File: src/rtl/fib_pkg.sv
`default_nettype none
// +--------------------------------------------------------------------------+
// | fib_pkg: mode codes, FSM state encoding and seed constants shared by the  |
// | Fibonacci-class sequence generator.                  Revision: 1.0        |
// +--------------------------------------------------------------------------+
package fib_pkg;

    typedef logic [1:0] state_t;

    localparam logic [1:0] MODE_FIB    = 2'b00;
    localparam logic [1:0] MODE_LUCAS  = 2'b01;
    localparam logic [1:0] MODE_CUSTOM = 2'b10;

    localparam state_t ST_IDLE = 2'd0;
    localparam state_t ST_LOAD = 2'd1;
    localparam state_t ST_RUN  = 2'd2;
    localparam state_t ST_DONE = 2'd3;

    localparam int LUCAS_SEED_A = 2;
    localparam int LUCAS_SEED_B = 1;
    localparam int FIB_SEED_A   = 0;
    localparam int FIB_SEED_B   = 1;

endpackage
`default_nettype wire

File: src/rtl/fib_seq_gen_if.sv
`default_nettype none
// +--------------------------------------------------------------------------+
// | fib_seq_gen_if: valid/ready term stream of the sequence generator.        |
// | Optional macro FIB_INDEX_EN adds the term_idx signal.  Revision: 1.0      |
// +--------------------------------------------------------------------------+
interface fib_seq_gen_if #(
    parameter int WIDTH = 8
`ifdef FIB_INDEX_EN
    , parameter int IDX_W = 8
`endif
) ();
    logic [WIDTH-1:0] out;
    logic             out_valid;
    logic             out_ready;
`ifdef FIB_INDEX_EN
    logic [IDX_W-1:0] term_idx;
`endif

    modport master (
`ifdef FIB_INDEX_EN
        output term_idx,
`endif
        output out,
        output out_valid,
        input  out_ready
    );

    modport slave (
`ifdef FIB_INDEX_EN
        input  term_idx,
`endif
        input  out,
        input  out_valid,
        output out_ready
    );
endinterface
`default_nettype wire

File: src/rtl/fib_tick_gen.sv
`default_nettype none
// +--------------------------------------------------------------------------+
// | fib_tick_gen: modulo-DECIMATION cycle counter; tick marks the advancing   |
// | cycle at the terminal count.                          Revision: 1.0       |
// +--------------------------------------------------------------------------+
module fib_tick_gen #(
    parameter logic [19:0] DECIMATION = 20'd20
) (
    input  wire logic clk,
    input  wire logic reset,
    input  wire logic clr,
    input  wire logic en,
    output logic      tick
);
    localparam logic [19:0] LAST = DECIMATION - 20'd1;

    logic [19:0] cnt_q;
    logic [19:0] cnt_d;

    always_comb begin
        cnt_d = cnt_q;
        if (clr) begin
            cnt_d = 20'd0;
        end else if (en) begin
            cnt_d = (cnt_q == LAST) ? 20'd0 : cnt_q + 20'd1;
        end
    end

    assign tick = en && (cnt_q == LAST);

    always_ff @(posedge clk) begin
        if (!reset) begin
            cnt_q <= 20'd0;
        end else begin
            cnt_q <= cnt_d;
        end
    end
endmodule
`default_nettype wire

File: src/rtl/fib_seq_gen.sv
`default_nettype none
// +--------------------------------------------------------------------------+
// | fib_seq_gen: rate-decimated Fibonacci/Lucas/custom sequence source with a |
// | valid/ready output. Optional macro FIB_INDEX_EN adds term_idx.           |
// | Revision: 1.0                                                             |
// +--------------------------------------------------------------------------+
module fib_seq_gen
    import fib_pkg::*;
#(
    parameter int          WIDTH      = 8,
    parameter logic [19:0] DECIMATION = 20'd20
`ifdef FIB_INDEX_EN
    , parameter int        IDX_W      = 8
`endif
) (
    input  wire logic             clk,
    input  wire logic             reset,
    input  wire logic             start,
    input  wire logic             stop,
    input  wire logic [1:0]       mode,
    input  wire logic             ovf_halt,
    input  wire logic [WIDTH-1:0] seed_a,
    input  wire logic [WIDTH-1:0] seed_b,
    fib_seq_gen_if.master         strm,
    output logic                  busy,
    output logic                  overflow
);
    state_t           state_q, state_d;
    logic [WIDTH-1:0] a_q, a_d, b_q, b_d, out_q, out_d;
    logic             out_valid_q, out_valid_d;
    logic             overflow_q, overflow_d;
    logic             last_q, last_d;
    logic [WIDTH:0]   sum;
    logic             accept;
    logic             tick;
    logic             tick_en;
`ifdef FIB_INDEX_EN
    logic [IDX_W-1:0] term_idx_q, term_idx_d, next_idx_q, next_idx_d;
`endif

    assign sum     = {1'b0, a_q} + {1'b0, b_q};
    assign accept  = out_valid_q && strm.out_ready;
    // The counter freezes only while a presented term is being held off.
    assign tick_en = (state_q == ST_RUN) && !(out_valid_q && !strm.out_ready);

    fib_tick_gen #(.DECIMATION(DECIMATION)) u_tick (
        .clk   (clk),
        .reset (reset),
        .clr   (state_q == ST_LOAD),
        .en    (tick_en),
        .tick  (tick)
    );

    always_comb begin
        state_d     = state_q;
        a_d         = a_q;
        b_d         = b_q;
        out_d       = out_q;
        out_valid_d = out_valid_q;
        overflow_d  = overflow_q;
        last_d      = last_q;
`ifdef FIB_INDEX_EN
        term_idx_d  = term_idx_q;
        next_idx_d  = next_idx_q;
`endif
        case (state_q)
            ST_IDLE: begin
                if (start && !stop) state_d = ST_LOAD;
            end
            ST_LOAD: begin
                if (stop) begin
                    state_d = ST_IDLE;
                end else begin
                    case (mode)
                        MODE_LUCAS: begin
                            a_d = WIDTH'(LUCAS_SEED_A);
                            b_d = WIDTH'(LUCAS_SEED_B);
                        end
                        MODE_CUSTOM: begin
                            a_d = seed_a;
                            b_d = seed_b;
                        end
                        default: begin
                            a_d = WIDTH'(FIB_SEED_A);
                            b_d = WIDTH'(FIB_SEED_B);
                        end
                    endcase
                    overflow_d = 1'b0;
                    last_d     = 1'b0;
`ifdef FIB_INDEX_EN
                    term_idx_d = '0;
                    next_idx_d = '0;
`endif
                    state_d    = ST_RUN;
                end
            end
            ST_RUN: begin
                if (stop) begin
                    state_d     = ST_IDLE;
                    out_valid_d = 1'b0;
                end else begin
                    out_valid_d = tick | (out_valid_q & ~strm.out_ready);
                    if (accept) begin
                        a_d        = b_q;
                        b_d        = sum[WIDTH-1:0];
                        overflow_d = overflow_q | sum[WIDTH];
                        last_d     = sum[WIDTH] & ovf_halt;
`ifdef FIB_INDEX_EN
                        next_idx_d = next_idx_q + IDX_W'(1);
`endif
                    end
                    // A tick coinciding with an accept must present the successor term.
                    if (tick) begin
                        out_d = accept ? b_q : a_q;
`ifdef FIB_INDEX_EN
                        term_idx_d = accept ? next_idx_q + IDX_W'(1) : next_idx_q;
`endif
                    end
                    if (accept && last_q) begin
                        state_d     = ST_DONE;
                        out_valid_d = 1'b0;
                        out_d       = out_q;
`ifdef FIB_INDEX_EN
                        term_idx_d  = term_idx_q;
`endif
                    end
                end
            end
            ST_DONE: begin
                if (stop)       state_d = ST_IDLE;
                else if (start) state_d = ST_LOAD;
            end
            default: state_d = ST_IDLE;
        endcase
    end

    always_ff @(posedge clk) begin
        if (!reset) begin
            state_q     <= ST_IDLE;
            a_q         <= '0;
            b_q         <= '0;
            out_q       <= '0;
            out_valid_q <= 1'b0;
            overflow_q  <= 1'b0;
            last_q      <= 1'b0;
`ifdef FIB_INDEX_EN
            term_idx_q  <= '0;
            next_idx_q  <= '0;
`endif
        end else begin
            state_q     <= state_d;
            a_q         <= a_d;
            b_q         <= b_d;
            out_q       <= out_d;
            out_valid_q <= out_valid_d;
            overflow_q  <= overflow_d;
            last_q      <= last_d;
`ifdef FIB_INDEX_EN
            term_idx_q  <= term_idx_d;
            next_idx_q  <= next_idx_d;
`endif
        end
    end

    assign strm.out       = out_q;
    assign strm.out_valid = out_valid_q;
`ifdef FIB_INDEX_EN
    assign strm.term_idx  = term_idx_q;
`endif
    assign busy           = (state_q == ST_LOAD) || (state_q == ST_RUN);
    assign overflow       = overflow_q;
endmodule
`default_nettype wire

File: src/flat_wrapper.sv
// flat-port wrapper written by rule: the top's interface ports become plain ports
module fib_seq_gen_flat import fib_pkg::*;
#(
    parameter int          WIDTH      = 8,
    parameter logic [19:0] DECIMATION = 20'd20

)
  (clk, reset, start, stop, mode, ovf_halt, seed_a, seed_b, busy, overflow, strm_out, strm_out_valid, strm_out_ready);
  fib_seq_gen_if #(.WIDTH(WIDTH)) strm_i ();
  input  wire logic clk;
  input  wire logic reset;
  input  wire logic start;
  input  wire logic stop;
  input  wire logic [1:0] mode;
  input  wire logic ovf_halt;
  input  wire logic [WIDTH-1:0] seed_a;
  input  wire logic [WIDTH-1:0] seed_b;
  output logic busy;
  output logic overflow;
  output wire logic [$bits(strm_i.out)-1:0] strm_out;
  output wire logic [$bits(strm_i.out_valid)-1:0] strm_out_valid;
  input wire logic [$bits(strm_i.out_ready)-1:0] strm_out_ready;
  assign strm_out = strm_i.out;
  assign strm_out_valid = strm_i.out_valid;
  assign strm_i.out_ready = strm_out_ready;
  fib_seq_gen #(.WIDTH(WIDTH), .DECIMATION(DECIMATION)) u_core (.clk(clk), .reset(reset), .start(start), .stop(stop), .mode(mode), .ovf_halt(ovf_halt), .seed_a(seed_a), .seed_b(seed_b), .strm(strm_i), .busy(busy), .overflow(overflow));
endmodule
File: config.mk
export PLATFORM = sky130hd
export DESIGN_NAME = fib_seq_gen_flat
export DESIGN_NICKNAME = d
export VERILOG_FILES = /design/src/rtl/fib_pkg.sv /design/src/rtl/fib_seq_gen_if.sv /design/src/rtl/fib_tick_gen.sv /design/src/rtl/fib_seq_gen.sv /design/src/flat_wrapper.sv
export SDC_FILE = /design/constraint.sdc
export NUM_CORES = 1
export LEC_CHECK = 0
export ABC_AREA = 1
export BUFFER_PORTS_ARGS = -buffer_cell sky130_fd_sc_hd__buf_2
export CELL_PAD_IN_SITES_DETAIL_PLACEMENT = 2
export CELL_PAD_IN_SITES_GLOBAL_PLACEMENT = 2
export CORE_MARGIN = 3
export CORE_UTILIZATION = 32
export DETAILED_ROUTE_END_ITERATION = 12
export HOLD_SLACK_MARGIN = 0.12
export PLACE_DENSITY = 0.78
export SLEW_MARGIN = 20
export SYNTH_ARGS = -nofsm -noshare
export SYNTH_HDL_FRONTEND = slang
export SYNTH_SLANG_ARGS = --single-unit
File: constraint.sdc
create_clock -name clk -period 2.19 [get_ports clk]
set_input_delay 0.1095 -clock clk [delete_from_list [all_inputs] [get_ports clk]]
set_output_delay 0.1095 -clock clk [all_outputs]
set_load 0.01 [all_outputs]
==> flow_summary.json, run 1 <==
{
  "synth_compound_area_share_pct": 15.7,
  "cap_viol_max_count": 0,
  "fin_worst_skew_ns": 0.00711,
  "clkTransAtPathRegs_ns": 0.10,
  "drc": 0,
  "yosys_warnings": 0,
  "max_freq_mhz": 530,
  "track_usage_pct": 20.1,
  "overflow": 0,
  "num_rows": 34,
  "finalCriticalPeriod_ns": 1.89,
  "drtPass1Iterations": 5,
  "ant_nets": 0,
  "post-cts-setup-buffers": 0,
  "initial_utilization_pct": 33.9,
  "crit_chain": "inv_1 > ha_1 > o21ai_0 > buf_4 > a21oi_2 > buf_4 > o21ai_0 > a21oi_1",
  "setup_viol": 0,
  "synth-xor-area-share_pct": 1.73,
  "crit_type": "flip-flop to flip-flop",
  "power_density_nw_per_um2": 821,
  "tightest_slew_ns": 0.465,
  "cts-buffers-inserted": 5,
  "grt_max_degree": 27,
  "outcome": "finished, final reports clean",
  "cts_tree": "done",
  "drive_above_1_share_pct": 15.5,
  "clock_latency_ns": 0.30,
  "synth_area_um2": 3040,
  "ys_seq_elements": 49,
  "yosys.area_share.simple_pct": 31.5,
  "wl_per_cell_um": 16.0,
  "synth_top_family_by_area": "simple AND/OR/NAND/NOR gates",
  "cts_buffer_depth": 2,
  "areaGrowthSynthToFinish_pct": 18.0,
  "setup_tns_ns": 0,
  "period_share_pct": 86.2,
  "drt-initial-drc-count": 68,
  "num_io_pins": 35,
  "end_kind": "flip-flop",
  "final_common_cell": "nand2_1",
  "grt_pass1_vias": 3469,
  "hold_path.class": "primary input to flip-flop",
  "synthTopCellsByArea": "dfxtp_1, nand2_1, a21oi_1",
  "wirelength_um": 10100,
  "wl_met3_um": 217,
  "nNetsFinal": 541,
  "startpoint_type": "flip-flop",
  "antenna_found_initial": 0,
  "postSynthCellCount": 452,
  "via_count": 3164,
  "core_area_um2": 8980,
  "place_congestion": 0.794,
  "die_area_um2": 10700,
  "hold_viol": 0,
  "chipWidth_um": 103,
  "clock-sinks": 49,
  "synth_fa_ha_area_share_pct": 6.83,
  "h-tree-depth": 2,
  "dp_hpwl_um": 7930,
  "diodes": 0,
  "rsz0062_at_grt": "no",
  "final_cell_mix": "nand2_1, inv_1, nor2_1",
  "cp.required_ns": 2.38,
  "vias_per_cell": 5.04,
  "fp.dieH_um": 103,
  "syn_nets": 492,
  "synth.mux.area_fraction_pct": 2.31,
  "dp_cells": 611,
  "slew_headroom_pct": 69.0,
  "drv_slew": 0,
  "port_buffers": 34,
  "cp_slowest_cell": "dfxtp_1",
  "peakVddDrop_mv": 0.420,
  "power_mw": 2.94,
  "top_layer": "met4",
  "netlist.top_cell.by_area": "dfxtp_1",
  "dr_wl_met2_um": 4890,
  "synth_cell_type_count": 37,
  "worstPathBufferInverterCount": 3,
  "finalNonFillerCells": 628,
  "netlist.area_leader.share_pct": 32.3,
  "grt_pass1_wl_um": 17000,
  "path_delay_family": "compound AO/OA/AOI/OAI gates",
  "path_max_fanout": 12,
  "wl_met1_um": 4890,
  "clock-root-buffer": "clkbuf_8",
  "ys_seq_area_share_pct": 32.3,
  "synth_area_per_cell_um2": 6.72,
  "critical_path_arrival_ns": 2.08,
  "max_stage_delay_ns": 0.39,
  "power_leakage_nw": 1.65
}
## synthesized netlist by cell type
| cell type | instances |
|---|---|
| fa_1 | 1 |
| nand2_1 | 100 |
| xor2_1 | 4 |
| xnor2_1 | 2 |
| buf_4 | 2 |
| clkinv_1 | 1 |
| nor3_1 | 2 |
| mux2i_1 | 7 |
| a31o_2 | 1 |
| o21a_1 | 1 |
| nor2_2 | 4 |
| o21bai_2 | 1 |
| or2_2 | 8 |
| a21o_1 | 2 |
| nor2_1 | 51 |
| nor2_4 | 2 |
| clkbuf_1 | 3 |
| o22ai_1 | 1 |
| dfxtp_1 | 49 |
| nand4_1 | 16 |
| o21bai_1 | 3 |
| a21oi_2 | 1 |
| buf_2 | 8 |
| a211oi_1 | 1 |
| ha_1 | 15 |
| nand2_2 | 2 |
| o211a_1 | 1 |
| nand3_2 | 3 |
| nand3_1 | 20 |
| nand3b_1 | 3 |
| inv_1 | 59 |
| o21ai_0 | 26 |
| o221ai_1 | 1 |
| a21oi_1 | 48 |
| nor3b_1 | 1 |
| buf_1 | 1 |
| or2_4 | 1 |
## report_power, final
group / internal, mW / total [mW] / switching, mW
sequential: 1.02 / 1.15 / 0.126
combinational: 0.420 / 1.18 / 0.761
clock: 0.287 / 0.617 / 0.330
total: 1.73 / 2.94 / 1.22
## final cells by class
cell class | instances | area [um^2]
repair buffers | 56 | 358
inverters | 60 | 225
clock buffers | 7 | 96.3
multi-input cells | 329 | 1760
fillers | 1114 | 5390
flip-flops and latches | 49 | 981
clock inverters | 1 | 5.00
well taps | 126 | 158
## per-stage QoR
stage          setup slack (ns)  cell area (um^2)  utilization (%)  hold WS (ns)
3_5_place_dp              0.304              3390             37.8         0.401
6_report                  0.302              3590             39.9         0.124
4_1_cts                   0.280              3590             39.9         0.124
3_3_place_gp              0.448              3390             37.8         0.385
5_1_grt                  0.0428              3590             39.9         0.137
2_1_floorplan             0.628              3040                -         0.286
## sequential cells by signal, summed over array words and instances, names as in the netlist
register	count
u_core.last_q	1
u_core.strm.out_valid	1
u_core.u_tick.cnt_q	20
u_core.overflow	1
u_core.state_q	2
u_core.a_q	8
u_core.strm.out	8
u_core.b_q	8
## cell families after synthesis
kind of cell / after synthesis
multiplexers: 7
buffers and inverters: 74
flip-flops: 49
AND/OR/NAND/NOR: 213
adder cells (fa/ha/maj): 16
AO/OA/AOI/OAI: 87
XOR/XNOR: 6
## per-layer routing
metal / vias to the layer above / track usage, %
met4: 0 / 3.29
li1: 1564 / -
met5: - / 0
met3: 8 / 2.41
met2: 48 / 35.0
met1: 1544 / 27.0
## path summary, 6_finish.rpt
| kind | startpoint | end | slack (ns) | cells after the start |
|---|---|---|---|---|
| min reg2reg | u_core.last_q | u_core.last_q | 0.49 | 2 |
| max | u_core.state_q[0] | u_core.b_q[3] | 0.30 | 8 |
| max reg2reg | u_core.state_q[0] | u_core.b_q[3] | 0.30 | 8 |
| min | reset | u_core.last_q | 0.12 | 3 |
## tightest hold or removal path, stage by stage
cell     delay (ns)
buf_2          0.09
inv_1          0.08
a21oi_1        0.11
## timing repair
item	in CTS	in global routing
gates resized for setup	0	0
hold buffers	9	0
hold endpoints to repair	9	0
Note: power is estimated with default switching activity, not from simulation.
==> run 2, diff against run 1 <==
Settings changed: CORE_UTILIZATION 32 to 33, CTS_BUF_LIST set to sky130_fd_sc_hd__clkbuf_8, PLACE_DENSITY 0.78 to 0.8.
==> flow_summary.json, run 2 (synthesis gave the netlist of run 1 again) <==
{
  "antenna_found_initial": 0,
  "initial_utilization_pct": 34.3,
  "ant_nets": 0,
  "h-tree-depth": 2,
  "setup_tns_ns": 0,
  "cp_slowest_cell": "dfxtp_1",
  "cts_tree": "done",
  "nNetsFinal": 540,
  "place_congestion": 0.779,
  "hold_start": "seed_a[2]",
  "via_count": 3149,
  "cts-buffers-inserted": 5,
  "crit_chain": "ha_1 > nand3_1 > nor2_1 > nand2_1 > nor2_2 > nand3_2 > nand2_1 > inv_1 > nor2_1",
  "utilization_pct": 40.0,
  "track_usage_pct": 20.3,
  "cp.required_ns": 2.42,
  "end_kind": "flip-flop",
  "drv_slew": 0,
  "grt_max_degree": 27,
  "areaGrowthSynthToFinish_pct": 16.5,
  "dp_hpwl_um": 7780,
  "grt_pass1_wl_um": 16800,
  "drc": 0,
  "final_common_cell": "nand2_1",
  "fin_area_um2": 3540,
  "placed_area_um2": 3350,
  "dp_cells": 590,
  "period_share_pct": 87.5,
  "hold_path.class": "primary input to flip-flop",
  "setup_viol": 0,
  "clock_latency_ns": 0.30,
  "drtPass1Iterations": 4,
  "max_freq_mhz": 522,
  "startpoint_type": "flip-flop",
  "chipWidth_um": 102,
  "hold_viol": 0,
  "clkTransAtPathRegs_ns": 0.10,
  "die_area_um2": 10400,
  "diodes": 0,
  "clock-sinks": 49,
  "clock-root-buffer": "clkbuf_8",
  "cap_viol_max_count": 0,
  "power_mw": 2.84,
  "num_io_pins": 35,
  "path_max_fanout": 8,
  "finalNonFillerCells": 609,
  "wirelength_um": 9960,
  "outcome": "finished, final reports clean",
  "largest_reg_flops": 20,
  "holdWs_ns": 0.129,
  "reg2reg_from": "u_core.u_tick.cnt_q[0]",
  "overflow": 0,
  "rsz0062_at_grt": "no",
  "power_density_nw_per_um2": 804,
  "top_register": "u_core.u_tick.cnt_q",
  "max_stage_delay_ns": 0.44,
  "slew_headroom_pct": 70.2,
  "power_leakage_nw": 1.64,
  "port_buffers": 34,
  "tightest_slew_ns": 0.446,
  "vias_per_cell": 5.17,
  "wl_per_cell_um": 16.3,
  "peakVddDrop_mv": 0.511,
  "drive_above_1_share_pct": 14.4,
  "critical_path_arrival_ns": 2.14,
  "setup_slack_ns": 0.274,
  "fp.dieH_um": 102,
  "post-place-ws_ns": 0.244,
  "finalCriticalPeriod_ns": 1.92,
  "critPathLaunch": "u_core.u_tick.cnt_q[0]",
  "drt-initial-drc-count": 99,
  "core_area_um2": 8850,
  "num_rows": 34,
  "grt_pass1_vias": 3389,
  "final_cell_mix": "nand2_1, inv_1, nor2_1",
  "fin_worst_skew_ns": 0.0128,
  "crit_type": "flip-flop to flip-flop",
  "cts_buffer_depth": 2
}
-- run 2: worst paths after layout --
path / slack, ns / end / cells past startpoint
worst max-delay path: 0.27 / u_core.strm.out[7] / 9
worst min-delay path: 0.13 / u_core.a_q[2] / 3
worst max register to register: 0.27 / u_core.strm.out[7] / 9
worst min register to register: 0.49 / u_core.u_tick.cnt_q[18] / 2
-- run 2: layout make-up --
cell class | count | area [um^2]
clock inverters | 3 | 11.3
multi-input cells | 329 | 1760
flip-flops and latches | 49 | 981
inverters | 60 | 225
clock buffers | 5 | 68.8
fillers | 1092 | 5310
well taps | 108 | 135
repair buffers | 55 | 355
-- run 2: what timing repair did --
item / CTS / global route
buffers inserted: 0 / 0
endpoints found under the hold margin: 11 / 0
hold buffers: 11 / 0
gates resized for setup: 0 / 0
-- run 2: layer usage --
metal	GRT usage, %	vias to the layer above	share of wire, %
met1	27.3	1548	49
met3	2.80	6	1.9
met4	4.34	0	0.78
li1	-	1563	-
met5	0	-	0
met2	34.7	32	48
-- run 2: critical path, delay by kind of cell, from the launching register on --
kind | cells | cell delay (ns)
and+or+nand+nor | 7 | 0.98
DFF | 1 | 0.44
adders and majority gates | 1 | 0.36
buffers and inverters | 1 | 0.05
-- run 2: where the power goes --
part | leakage [nW] | internal [mW] | switching, mW
logic | 1.19 | 0.409 | 0.772
clock network | 0.0519 | 0.214 | 0.304
registers | 0.397 | 1.02 | 0.127
==> run 3, diff against run 2 <==
Settings changed: ABC_AREA 1 to not set, CORE_UTILIZATION 33 to 36, RECOVER_POWER set to 25.
==> flow_summary.json, run 3 <==
{
  "max_freq_mhz": 491,
  "synth_area_um2": 2860,
  "netlist.top_cell.by_area": "dfxtp_1",
  "drtPass1Iterations": 4,
  "cts_tree": "done",
  "track_usage_pct": 21.3,
  "initial_utilization_pct": 38.2,
  "utilization_pct": 43.9,
  "period_share_pct": 92.9,
  "power_leakage_nw": 1.25,
  "ys_seq_elements": 49,
  "chipWidth_um": 95.1,
  "slew_headroom_pct": 66.2,
  "fin_worst_skew_ns": 0.00703,
  "synth_cell_type_count": 60,
  "wl_per_cell_um": 18.6,
  "wirelength_um": 8950,
  "crit_type": "flip-flop to flip-flop",
  "seq_area_um2": 981,
  "syn_nets": 378,
  "diodes": 0,
  "startpoint_type": "flip-flop",
  "fp.dieH_um": 95.1,
  "via_count": 2667,
  "endpoint": "u_core.last_q",
  "core_area_um2": 7490,
  "ant_nets": 0,
  "port_buffers": 34,
  "top_register": "u_core.u_tick.cnt_q",
  "grt_pass1_vias": 3021,
  "clock-root-buffer": "clkbuf_8",
  "post-cts-setup-buffers": 0,
  "final_common_cell": "dfxtp_1",
  "netlist.area_leader.share_pct": 34.3,
  "placed_area_um2": 3180,
  "worstRegToRegCells": 8,
  "outcome": "finished, final reports clean",
  "antenna_found_initial": 0,
  "synth_area_per_cell_um2": 8.46,
  "dp_hpwl_um": 6640,
  "post-place-ws_ns": 0.0918,
  "path_max_fanout": 3,
  "grt_max_degree": 21,
  "reg2reg_from": "u_core.b_q[0]",
  "cts_buffer_depth": 2,
  "h-tree-depth": 2,
  "areaGrowthSynthToFinish_pct": 15.1,
  "die_area_um2": 9050,
  "rr_endpoint": "u_core.last_q",
  "drv_slew": 0,
  "clkTransAtPathRegs_ns": 0.10,
  "postSynthCellCount": 338,
  "tightest_slew_ns": 0.505,
  "peakVddDrop_mv": 0.320,
  "vias_per_cell": 5.54,
  "critical_path_arrival_ns": 2.30,
  "async_flop_share_pct": 0,
  "num_io_pins": 35,
  "clock-sinks": 49,
  "synthTopCellsByArea": "dfxtp_1, ha_1, o21ai_0",
  "hold_path.class": "primary input to flip-flop",
  "num_rows": 31,
  "drt-initial-drc-count": 73,
  "largest_reg_flops": 20,
  "drive_above_1_share_pct": 16.0,
  "setup_viol": 0,
  "power_density_nw_per_um2": 524,
  "ys.flop_type": "dfxtp_1",
  "synthMostInstantiatedCell": "dfxtp_1",
  "ys_seq_area_share_pct": 34.3,
  "setup_slack_ns": 0.155,
  "critPathLaunch": "u_core.b_q[0]",
  "num-fill-cells": 878,
  "cts-buffers-inserted": 5,
  "cp.required_ns": 2.45,
  "yosys_warnings": 0,
  "hold_viol": 0,
  "clock_latency_ns": 0.31,
  "cap_viol_max_count": 0,
  "finalCriticalPeriod_ns": 2.04,
  "grt_pass1_wl_um": 15000,
  "fin_area_um2": 3290,
  "r2r_slack_ns": 0.15,
  "place_congestion": 0.819,
  "power_mw": 1.72,
  "final_cell_mix": "dfxtp_1, nand2_1, o21ai_0",
  "overflow": 0,
  "end_kind": "flip-flop",
  "drc": 0,
  "synth_edf_count": 0,
  "multi_input_area_um2": 1750,
  "synthTopCellsByCount": "dfxtp_1, nand2_1, o21ai_0",
  "nNetsFinal": 421
}
run 3: worst min-delay path by stage:
stage                         end  slack [ns]  startpoint  cells past startpoint
finish              u_core.b_q[3]        0.12   seed_b[3]                      3
floorplan           u_core.b_q[5]        0.26   seed_b[5]                      2
CTS                 u_core.b_q[3]        0.12   seed_b[3]                      3
detailed placement  u_core.b_q[5]        0.38   seed_b[5]                      3
global route        u_core.b_q[3]        0.13   seed_b[3]                      3
global placement    u_core.b_q[5]        0.37   seed_b[5]                      3
run 3: repair_timing:
item,in CTS,in global routing
hold buffers,3,0
endpoints found under the hold margin,3,0
gates resized for setup,0,4
endpoints found under the setup margin,0,14
run 3: per-stage QoR:
step                std cells  setup TNS [ns]  hold WS [ns]
floorplan                 338               0         0.264
global placement          470               0         0.374
detailed placement        470               0         0.384
CTS                       481               0         0.121
global route              481        -0.00524         0.129
finish                    481               0         0.121
run 3: per-layer routing:
layer | part of all wire, % | vias to the layer above | track usage [%]
li1 | - | 1297 | -
met1 | 44 | 1334 | 25.7
met2 | 53 | 26 | 39.4
met3 | 2.0 | 10 | 2.84
met4 | 1.1 | 0 | 5.29
met5 | 0 | - | 0
run 3: area by class of cell:
cell class              instances  area share, %
clock buffers                   5           2.09
clock inverters                 3          0.571
inverters                      18           2.05
multi-input cells             257           53.1
flip-flops and latches         49           29.8
well taps                      99           3.77
repair buffers                 50           8.56
run 3: worst max-delay path: stages (launching register included):
cell      delay (ns)
dfxtp_1         0.37
ha_1            0.20
inv_1           0.06
fa_1            0.40
nand2b_1        0.20
a21oi_2         0.24
o221ai_1        0.20
o22ai_1         0.17
and2_1          0.14
run 3: report_power, final:
group	switching (mW)	internal [mW]	leakage (nW)
clock network	0.334	0.221	0.0416
logic	0.141	0.0967	0.813
registers	0.0191	0.909	0.396
run 3: cell families (layout without fill, tap and decap cells):
kind of cell	Yosys count	count (layout)	synth area share (%)
DFF	49	49	34.3
and+or+nand+nor	126	126	23.9
adders and majority gates	16	16	7.26
AOI/OAI and AO/OA	91	91	21.6
buffers and inverters	32	76	4.77
muxes	10	10	3.81
xor gates and xnor gates	14	14	4.29
